### src/rtl/rr_mux_reg_pkg.sv
// rr_mux_pkg: shared constants and helpers for the rr_mux_reg channel merger.
//   MODE_RR    : round-robin arbitration, pointer advances past each winner
//   MODE_FIXED : fixed priority, lowest channel index wins, pointer frozen
package rr_mux_pkg;

   localparam logic MODE_RR    = 1'b0;
   localparam logic MODE_FIXED = 1'b1;

   // Index after idx in a ring of n entries.
   function automatic int unsigned wrap_inc(input int unsigned idx, input int unsigned n);
      return (idx == n - 1) ? 0 : idx + 1;
   endfunction

endpackage

### src/rtl/rr_mux_reg_if.sv
// rr_mux_reg_if: handshake bundle between N producers and one consumer.
//   mode              : 0 round-robin, 1 fixed priority
//   in_data/in_valid  : per-channel payload and request (producer side)
//   in_ready          : per-channel accept, one-hot or zero
//   out_data/out_sel  : registered payload and the channel it came from
//   out_valid/out_ready : downstream handshake
// slave is the merger's view; master is the environment's view.
interface rr_mux_reg_if #(
   parameter int N     = 4,
   parameter int WIDTH = 64
);
   localparam int SEL_W = $clog2(N);

   logic                     mode;
   logic [N-1:0][WIDTH-1:0]  in_data;
   logic [N-1:0]             in_valid;
   logic [N-1:0]             in_ready;
   logic [WIDTH-1:0]         out_data;
   logic [SEL_W-1:0]         out_sel;
   logic                     out_valid;
   logic                     out_ready;

   modport slave  (input  mode, in_data, in_valid, out_ready,
                   output in_ready, out_data, out_sel, out_valid);
   modport master (output mode, in_data, in_valid, out_ready,
                   input  in_ready, out_data, out_sel, out_valid);
endinterface

### src/rtl/rr_mux_reg_arbiter.sv
// rr_arbiter: combinational N-way arbiter.
//   req   : per-channel request
//   ptr   : round-robin start index (ignored in fixed mode)
//   mode  : MODE_RR scans ptr..ptr+N-1 mod N, MODE_FIXED scans 0..N-1
//   grant : index of the first requesting channel in scan order
//   any   : at least one request present
module rr_arbiter
   import rr_mux_pkg::*;
#(
   parameter int N     = 4,
   parameter int SEL_W = $clog2(N)
) (
   input  logic [N-1:0]     req,
   input  logic [SEL_W-1:0] ptr,
   input  logic             mode,
   output logic [SEL_W-1:0] grant,
   output logic             any
);
   logic [SEL_W-1:0] start;
   logic [SEL_W:0]   idx;   // one extra bit so start+k never overflows before wrap

   always_comb begin
      start = (mode == MODE_FIXED) ? '0 : ptr;
      grant = '0;
      any   = 1'b0;
      idx   = '0;
      for (int k = 0; k < N; k++) begin
         idx = {1'b0, start} + (SEL_W+1)'(k);
         if (idx >= (SEL_W+1)'(N)) idx = idx - (SEL_W+1)'(N);
         if (!any && req[idx[SEL_W-1:0]]) begin
            any   = 1'b1;
            grant = idx[SEL_W-1:0];
         end
      end
   end
endmodule

### src/rtl/rr_mux_reg.sv
// rr_mux_reg: N:1 registered channel merger with internal arbitration.
//   clk     : rising-edge clock
//   reset_n : asynchronous active-low reset
//   bus     : rr_mux_reg_if slave (mode, in_*, out_*)
// The output register refills in the same cycle it drains, so a held-high
// out_ready gives one beat per cycle.
module rr_mux_reg
   import rr_mux_pkg::*;
#(
   parameter int WIDTH = 64,
   parameter int N     = 4
) (
   input  logic           clk,
   input  logic           reset_n,
   rr_mux_reg_if.slave    bus
);
   localparam int SEL_W = $clog2(N);

   logic [SEL_W-1:0]        ptr;
   logic [SEL_W-1:0]        grant;
   logic                    any;
   logic                    load;
   logic [N-1:0][WIDTH-1:0] masked;
   logic [WIDTH-1:0]        mux_data;
   logic [WIDTH-1:0]        out_data_q;
   logic [SEL_W-1:0]        out_sel_q;
   logic                    out_valid_q;

   rr_arbiter #(.N(N), .SEL_W(SEL_W)) u_arb (
      .req   (bus.in_valid),
      .ptr   (ptr),
      .mode  (bus.mode),
      .grant (grant),
      .any   (any)
   );

   // reset_n term keeps in_ready low while reset is held (out_valid is 0 then).
   assign load = reset_n && any && (!out_valid_q || bus.out_ready);

   for (genvar i = 0; i < N; i++) begin : g_ch
      assign masked[i]       = (grant == SEL_W'(i)) ? bus.in_data[i] : '0;
      assign bus.in_ready[i] = load && (grant == SEL_W'(i));
   end

   always_comb begin
      mux_data = '0;
      for (int i = 0; i < N; i++) mux_data = mux_data | masked[i];
   end

   always_ff @(posedge clk or negedge reset_n) begin
      if (!reset_n) begin
         out_data_q  <= '0;
         out_sel_q   <= '0;
         out_valid_q <= 1'b0;
         ptr         <= '0;
      end else if (load) begin
         out_data_q  <= mux_data;
         out_sel_q   <= grant;
         out_valid_q <= 1'b1;
         if (bus.mode == MODE_RR) ptr <= SEL_W'(wrap_inc(int'(grant), N));
      end else if (bus.out_ready) begin
         // drain with nothing to refill; payload keeps its last value
         out_valid_q <= 1'b0;
      end
   end

   assign bus.out_data  = out_data_q;
   assign bus.out_sel   = out_sel_q;
   assign bus.out_valid = out_valid_q;
endmodule

### src/flat_wrapper.sv
// flat-port wrapper written by rule: the top's interface ports become plain ports
module rr_mux_reg_flat import rr_mux_pkg::*;
#(
   parameter int WIDTH = 64,
   parameter int N     = 4
)
  (clk, reset_n, bus_mode, bus_in_data, bus_in_valid, bus_out_ready, bus_in_ready, bus_out_data, bus_out_sel, bus_out_valid);
  rr_mux_reg_if #(.N(N), .WIDTH(WIDTH)) bus_i ();
  input  logic clk;
  input  logic reset_n;
  input wire logic [$bits(bus_i.mode)-1:0] bus_mode;
  input wire logic [$bits(bus_i.in_data)-1:0] bus_in_data;
  input wire logic [$bits(bus_i.in_valid)-1:0] bus_in_valid;
  input wire logic [$bits(bus_i.out_ready)-1:0] bus_out_ready;
  output wire logic [$bits(bus_i.in_ready)-1:0] bus_in_ready;
  output wire logic [$bits(bus_i.out_data)-1:0] bus_out_data;
  output wire logic [$bits(bus_i.out_sel)-1:0] bus_out_sel;
  output wire logic [$bits(bus_i.out_valid)-1:0] bus_out_valid;
  assign bus_i.mode = bus_mode;
  assign bus_i.in_data = bus_in_data;
  assign bus_i.in_valid = bus_in_valid;
  assign bus_i.out_ready = bus_out_ready;
  assign bus_in_ready = bus_i.in_ready;
  assign bus_out_data = bus_i.out_data;
  assign bus_out_sel = bus_i.out_sel;
  assign bus_out_valid = bus_i.out_valid;
  rr_mux_reg #(.WIDTH(WIDTH), .N(N)) u_core (.clk(clk), .reset_n(reset_n), .bus(bus_i));
endmodule
### config.mk
export PLATFORM = sky130hd
export DESIGN_NAME = rr_mux_reg_flat
export DESIGN_NICKNAME = d
export VERILOG_FILES = /design/src/rtl/rr_mux_reg_pkg.sv /design/src/rtl/rr_mux_reg_if.sv /design/src/rtl/rr_mux_reg_arbiter.sv /design/src/rtl/rr_mux_reg.sv /design/src/flat_wrapper.sv
export SDC_FILE = /design/constraint.sdc
export NUM_CORES = 1
export LEC_CHECK = 0
export BUFFER_PORTS_ARGS = -buffer_cell sky130_fd_sc_hd__buf_2
export CAP_MARGIN = 10
export CORE_AREA = 2 2 130 132
export CTS_BUF_LIST = sky130_fd_sc_hd__clkbuf_4 sky130_fd_sc_hd__clkbuf_8
export DETAILED_ROUTE_END_ITERATION = 12
export DIE_AREA = 0 0 132 134
export GPL_TIMING_DRIVEN = 0
export SLEW_MARGIN = 30
export SYNTH_ARGS = -nofsm -noshare
export SYNTH_HDL_FRONTEND = slang
export SYNTH_SLANG_ARGS = --single-unit
### constraint.sdc
create_clock -name clk -period 8.9 [get_ports clk]
set_input_delay 0.445 -clock clk [delete_from_list [all_inputs] [get_ports clk]]
set_output_delay 0.445 -clock clk [all_outputs]
set_load 0.02 [all_outputs]
======== After elaboration in Yosys (flattened, before gate mapping) ========
Index checks and enable logic that the tools add are counted.
storage, ports and cells
  input port bits ......................... 264
  register bits after elaboration ......... 69
  logic and storage cells ................. 72
operators by class
  multiplexer cells ....................... 28
  magnitude comparators ................... 8
  eq/ne operators ......................... 3
  bitwise logic cells ..................... 4
  reductions and logical operators ........ 17
  add/subtract/negate cells ............... 8
operators with widths
  kind                 number
  $mux 64              4
  $or 64x64->64        3
  $mux 2               10
  $lt 2x3->1 const B   4
  $mux 1               10
  $ge 3x3->1 const B   3
  $logic_and 1x1->1    9
  $bmux 1 s2           4
  $sub 2x1->2 const B  4
  $add 2x2->3 const B  2
  $eq 2x2->1 const B   2
  $logic_not 1->1      4
  $add 2x1->3 const B  1
  $ge 2x3->1 const B   1
  $add 2x1->2 const B  1
  $eq 2x1->1 const B   1
  $logic_not 2->1      1
  $reduce_and 2->1     1
  $reduce_bool 2->1    1
  $logic_or 1x1->1     1
  $not 1->1            1

======== Longest topological paths before layout ========
  depth after elaboration ................. 20
  gate-level depth with buffers ........... 13
  mapped depth without buffers ............ 9

======== By module ========
Synthesis repeated with hierarchy kept, for this count alone.
second synthesis, totals
  cell total of the unflattened synthesis .. 433
  area, all modules ....................... 4795.8 µm²
by module, submodules not included
  module      sequential area each (µm²)  cells an instance  area an instance (µm²)  instances
  rr_mux_reg  1726.7                      380                4456.8                  1
  rr_arbiter  0.0                         53                 339.1                   1

======== Least setup slack after synthesis ========
No wires, ideal clock.
  kind .................................... input -> output
  from .................................... input bus_in_valid[3]
  to ...................................... output bus_in_ready[3]
  arrival ................................. 2.959 ns
  cell stages on the path ................. 10
  path slack .............................. 5.496 ns
  path through ............................ clkbuf_1 > nor2b_1 > a221oi_1 > and4b_1 > or4_1 > inv_1 > ha_1 > clkbuf_1 > clkbuf_1 > and2_1
RTL lines
  what                          RTL line                  source
  from (decl)                   flat_wrapper.sv:13        input wire logic [$bits(bus_i.in_valid)-1:0] bus_in_valid;
  $bmux 1 s2                    rr_mux_reg_arbiter.sv:30  if (!any && req[idx[SEL_W-1:0]]) begin
  $mux 1 (not written as such)  rr_mux_reg_arbiter.sv:30
  $mux 1                        rr_mux_reg_arbiter.sv:30
  $logic_not 1->1               rr_mux_reg_arbiter.sv:30
  $logic_and 1x1->1             rr_mux_reg_arbiter.sv:30
  $mux 1                        rr_mux_reg_arbiter.sv:30
  $logic_not 1->1               rr_mux_reg_arbiter.sv:30
  $logic_and 1x1->1             rr_mux_reg_arbiter.sv:30
  $mux 1                        rr_mux_reg_arbiter.sv:30
  $logic_not 1->1               rr_mux_reg_arbiter.sv:30
  $logic_and 1x1->1             rr_mux_reg_arbiter.sv:30
  $mux 2 *                      rr_mux_reg_arbiter.sv:30
  named net u_core.grant[1]     rr_mux_reg.sv:20          logic [SEL_W-1:0] grant;
  $eq 2x2->1 *                  rr_mux_reg.sv:42          assign bus.in_ready[i] = load && (grant == SEL_W'(i));
  $logic_and 1x1->1 *           rr_mux_reg.sv:42
  to (decl)                     flat_wrapper.sv:15        output wire logic [$bits(bus_i.in_ready)-1:0] bus_in_ready;
The timed path passes the listed nets; every way through them passes the cells marked *. The select of a mux whose other input is x is not followed.

======== Worst setup path after layout ========
  from .................................... register u_core.ptr[0]
  to ...................................... output bus_in_ready[3]
RTL lines
  what                                                  RTL line                  source
  from (decl)                                           rr_mux_reg.sv:19          logic [SEL_W-1:0] ptr;
  from (signal assigned)                                rr_mux_reg.sv:60          if (bus.mode == MODE_RR) ptr <= SEL_W'(wrap_inc(int'(grant), N));
  $mux 2 *                                              rr_mux_reg_arbiter.sv:23  start = (mode == MODE_FIXED) ? '0 : ptr;
  branches (longest 13 deep; another with $add 2x1->3)  -
  $mux 2 *                                              rr_mux_reg_arbiter.sv:30
  named net u_core.grant[0]                             rr_mux_reg.sv:20
  $eq 2x2->1 *                                          rr_mux_reg.sv:42
  $logic_and 1x1->1 *                                   rr_mux_reg.sv:42
Mark *: on every way through the listed nets, which the timed path passes. The select of a mux whose other input is x is not followed.

==> metrics.json <==
{
  "outcome": {"value": "completed"},
  "max_clock_freq": {"value": 218.0, "unit": "MHz"},
  "max-clock-path-buffers": {"value": 2},
  "number_of_global_route_vias_before_repair": {"value": 4966},
  "type_of_element_capturing_the_critical_path": {"value": "output pin"},
  "power_switching_share": {"value": 48.51, "unit": "%"},
  "ys_async_sr_fraction": {"value": 100.0, "unit": "%"},
  "antenna_cells": {"value": 0},
  "endpoints_failing_setup": {"value": 0},
  "postCtsSetupRepairBufs": {"value": 0},
  "drc": {"value": 0},
  "wirelength_routed": {"value": 17.47, "unit": "mm"},
  "pin_count_of_the_biggest_net_entering_global_routing": {"value": 41},
  "synth_cell_type_count": {"value": 37},
  "drv_slew": {"value": 0},
  "io_pins": {"value": 335},
  "global_route.usage.total": {"value": 19.11, "unit": "%"},
  "route.vias.total": {"value": 5026},
  "worst-endpoint-required": {"value": 8460, "unit": "ps"},
  "layout.cells.non_filler": {"value": 1002},
  "detailedRoute.firstPassIterationCount": {"value": 4},
  "grt_setup_unrepaired": {"value": "false"},
  "initial_core_util": {"value": 24.86, "unit": "%"},
  "ys_ff_latch": {"value": 69},
  "layout_commonest_cell": {"value": "sky130_fd_sc_hd__buf_2"},
  "worst-path-max-fanout": {"value": 10},
  "cell_internal_pwr": {"value": 0.9773, "unit": "mW"},
  "critPathKind": {"value": "flip-flop to output pin"},
  "hold_class": {"value": "input port to asynchronous set/reset pin"},
  "synth_largest_type_area_fraction": {"value": 42.63, "unit": "%"},
  "synth_area_per_cell": {"value": 9.311, "unit": "um^2"},
  "num-fill-cells": {"value": 1761},
  "final_antenna_net_count": {"value": 0},
  "crit_arrival": {"value": 4140, "unit": "ps"},
  "mappedNetlistArea": {"value": 4050, "unit": "um^2"},
  "die_h": {"value": 134, "unit": "um"},
  "cpMaxStageDelayCell": {"value": "sky130_fd_sc_hd__clkbuf_1"},
  "maxCapViolCount": {"value": 0},
  "synthCells": {"value": 435},
  "timing.final.crit_share": {"value": 51.55, "unit": "%"},
  "die-width": {"value": 132, "unit": "um"},
  "synth.yosys.warnings": {"value": 0},
  "post-route-cell-area": {"value": 6166, "unit": "um^2"},
  "gp_congestion": {"value": 0.8267},
  "netlist_top_cells_area": {"value": "sky130_fd_sc_hd__dfrtp_1 (43%), sky130_fd_sc_hd__a22oi_1 (24%), sky130_fd_sc_hd__a31oi_1 (9.9%)"},
  "vias_per_cell": {"value": 5.016},
  "crit_top_cell": {"value": "sky130_fd_sc_hd__clkbuf_1"},
  "drt_iter0_markers": {"value": 276},
  "grt_pass1_wl": {"value": 26.44, "unit": "mm"},
  "clkPwrFrac": {"value": 12.2, "unit": "%"},
  "cpLargestDelayFamily": {"value": "buffers and inverters"},
  "multiInputGateArea": {"value": 2044, "unit": "um^2"},
  "timing.slew.headroom": {"value": 36.35, "unit": "%"},
  "tightestPinTransition": {"value": 954.7, "unit": "ps"},
  "yosysSeqAreaShare": {"value": 42.63, "unit": "%"},
  "cts_hold_buffers": {"value": 0},
  "cts_tree": {"value": "done"},
  "placeableCoreArea": {"value": 16290, "unit": "um^2"},
  "post_route_cells_drive_above_1_share": {"value": 46.42, "unit": "%"},
  "insertion_delay": {"value": 350, "unit": "ps"},
  "post-dp-hpwl": {"value": 13.56, "unit": "mm"},
  "area_growth_syn_to_layout": {"value": 52.24, "unit": "%"},
  "yosys.area.top_type": {"value": "sky130_fd_sc_hd__dfrtp_1"},
  "finalSetupTns": {"value": 0, "unit": "ps"},
  "layout_min_cycle_time": {"value": 4588, "unit": "ps"},
  "synth_edf_count": {"value": 0},
  "post_cts_resized": {"value": 0},
  "timing.final.hold_violations": {"value": 0},
  "power.sequential.fraction": {"value": 29.0, "unit": "%"},
  "timing.clock.skew": {"value": 12.79, "unit": "ps"},
  "clock_sinks": {"value": 69},
  "layout.core_utilization": {"value": 37.85, "unit": "%"},
  "vdd_drop_max": {"value": 133.7, "unit": "uV"},
  "total_power": {"value": 1.898, "unit": "mW"},
  "portBuffers": {"value": 330},
  "layout.nets": {"value": 1045},
  "syn_nets": {"value": 703},
  "clk_transition_reported_paths": {"value": 80, "unit": "ps"},
  "crit_chain": {"value": "nor2b_1, clkbuf_1, a32o_1, o32a_1, nor3_1, ha_1, clkbuf_1, clkbuf_1, and2_1, buf_2"},
  "most-common-layout-cells": {"value": "sky130_fd_sc_hd__buf_2 (330), sky130_fd_sc_hd__a22oi_1 (129), sky130_fd_sc_hd__nor2_1 (69), sky130_fd_sc_hd__dfrtp_1 (69), sky130_fd_sc_hd__a31oi_1 (64)"},
  "cp-start-kind": {"value": "flip-flop"},
  "post-place-cells": {"value": 986},
  "synthFlopType": {"value": "sky130_fd_sc_hd__dfrtp_1"},
  "placed_area": {"value": 6000, "unit": "um^2"},
  "p_switching": {"value": 0.9206, "unit": "mW"},
  "grt_antenna_before_repair": {"value": 0},
  "powerDensity": {"value": 307.8, "unit": "nW/um^2"},
  "static-leakage-power": {"value": 2.867, "unit": "nW"},
  "critPathMaxStageDelay": {"value": 610, "unit": "ps"},
  "route.detailed.wl_per_inst": {"value": 17.43, "unit": "um"},
  "htree_levels": {"value": 3},
  "cts-root-buf": {"value": "sky130_fd_sc_hd__clkbuf_8"},
  "sequential_cell_area": {"value": 1727, "unit": "um^2"},
  "critical_path_buf_inv_count": {"value": 4},
  "comb_power_share": {"value": 58.8, "unit": "%"},
  "globalRouteOverflowTotal": {"value": 0},
  "placementRows": {"value": 47},
  "numCtsBuffers": {"value": 9},
  "floorplan.die_area": {"value": 17690, "unit": "um^2"}
}
## cells in the mapped netlist, types with 2 or more instances
| cell type | number |
|---|---|
| sky130_fd_sc_hd__and2_1 | 5 |
| sky130_fd_sc_hd__mux2_2 | 2 |
| sky130_fd_sc_hd__clkbuf_1 | 37 |
| sky130_fd_sc_hd__nor2b_1 | 3 |
| sky130_fd_sc_hd__a22oi_1 | 129 |
| sky130_fd_sc_hd__nor4_1 | 2 |
| sky130_fd_sc_hd__a31oi_1 | 64 |
| sky130_fd_sc_hd__buf_1 | 2 |
| sky130_fd_sc_hd__and3b_1 | 2 |
| sky130_fd_sc_hd__dfrtp_1 | 69 |
| sky130_fd_sc_hd__ha_1 | 4 |
| sky130_fd_sc_hd__o21ai_0 | 3 |
| sky130_fd_sc_hd__mux2i_1 | 3 |
| sky130_fd_sc_hd__nor3b_1 | 3 |
| sky130_fd_sc_hd__inv_1 | 7 |
| sky130_fd_sc_hd__buf_6 | 9 |
| sky130_fd_sc_hd__nand2b_1 | 2 |
| sky130_fd_sc_hd__nor2_1 | 69 |
| sky130_fd_sc_hd__nand2_1 | 2 |
## kinds of logic after synthesis
kind of cell	count (synthesis)	synth area share (%)
simple gates	95	11.09
fa+ha+maj	4	1.236
flops	69	42.63
compound gates	204	35.93
buf+inv	56	6.889
mux	7	2.224
## flip-flops by register name (all words and copies together) (netlist names)
register,flops
u_core.bus.out_data,64
u_core.bus.out_sel,2
u_core.bus.out_valid,1
u_core.ptr,2
## power by group through the flow
stage / Sequential (mW) / Combinational, mW / Clock [mW]
global placement: 0.547 / 1.12 / 0
floorplan: 0.742 / 0.507 / 0
CTS: 0.552 / 1.13 / 0.242
finish: 0.551 / 1.12 / 0.231
global route: 0.573 / 1.23 / 0.252
detailed placement: 0.556 / 1.13 / 0
## path summary, 6_finish.rpt
path / startpoint / endpoint / slack [ps] / depth (start not counted)
setup / recovery: u_core.ptr[0] / bus_in_ready[3] / 4310 / 10
hold / removal: reset_n / u_core.bus.out_data[62] / 20 / 1
setup reg to reg: u_core.ptr[0] / u_core.bus.out_data[23] / 4900 / 10
hold reg to reg: u_core.bus.out_valid / u_core.bus.out_valid / 510 / 2
max in group asynchronous: reset_n / u_core.bus.out_data[39] / 8290 / 2
min in group clk: bus_out_ready / u_core.bus.out_valid / 380 / 3
## stage by stage
step                      setup WS [ps]  hold slack (ps)
after detailed placement           4614            422.6
after global routing               4020            29.23
after global placement             4613            493.8
after CTS                          4250            16.36
after floorplan                    5496            149.4
final                              4312            24.14
## final cells by class
class                           instances  share of cell area [%]
Buffer                                 49                   4.099
Tap cell                              220                   4.464
Inverter                                7                  0.4261
Timing Repair Buffer                  331                   27.15
Clock inverter                          5                  0.4464
Sequential cell                        69                   28.00
Multi-Input combinational cell        310                   33.16
Clock buffer                           11                   2.252
## routing by layer
metal / share of wire, % / GRT usage (%) / up-vias / wire, um
met3: 7.5 / 5.102 / 26 / 1316
li1: - / - / 2382 / -
met5: 0 / 0 / - / 0
met4: 2.0 / 6.461 / 0 / 348
met2: 49 / 33.13 / 268 / 8624
met1: 41 / 22.98 / 2350 / 7177
(Power assumes the default switching activity.)
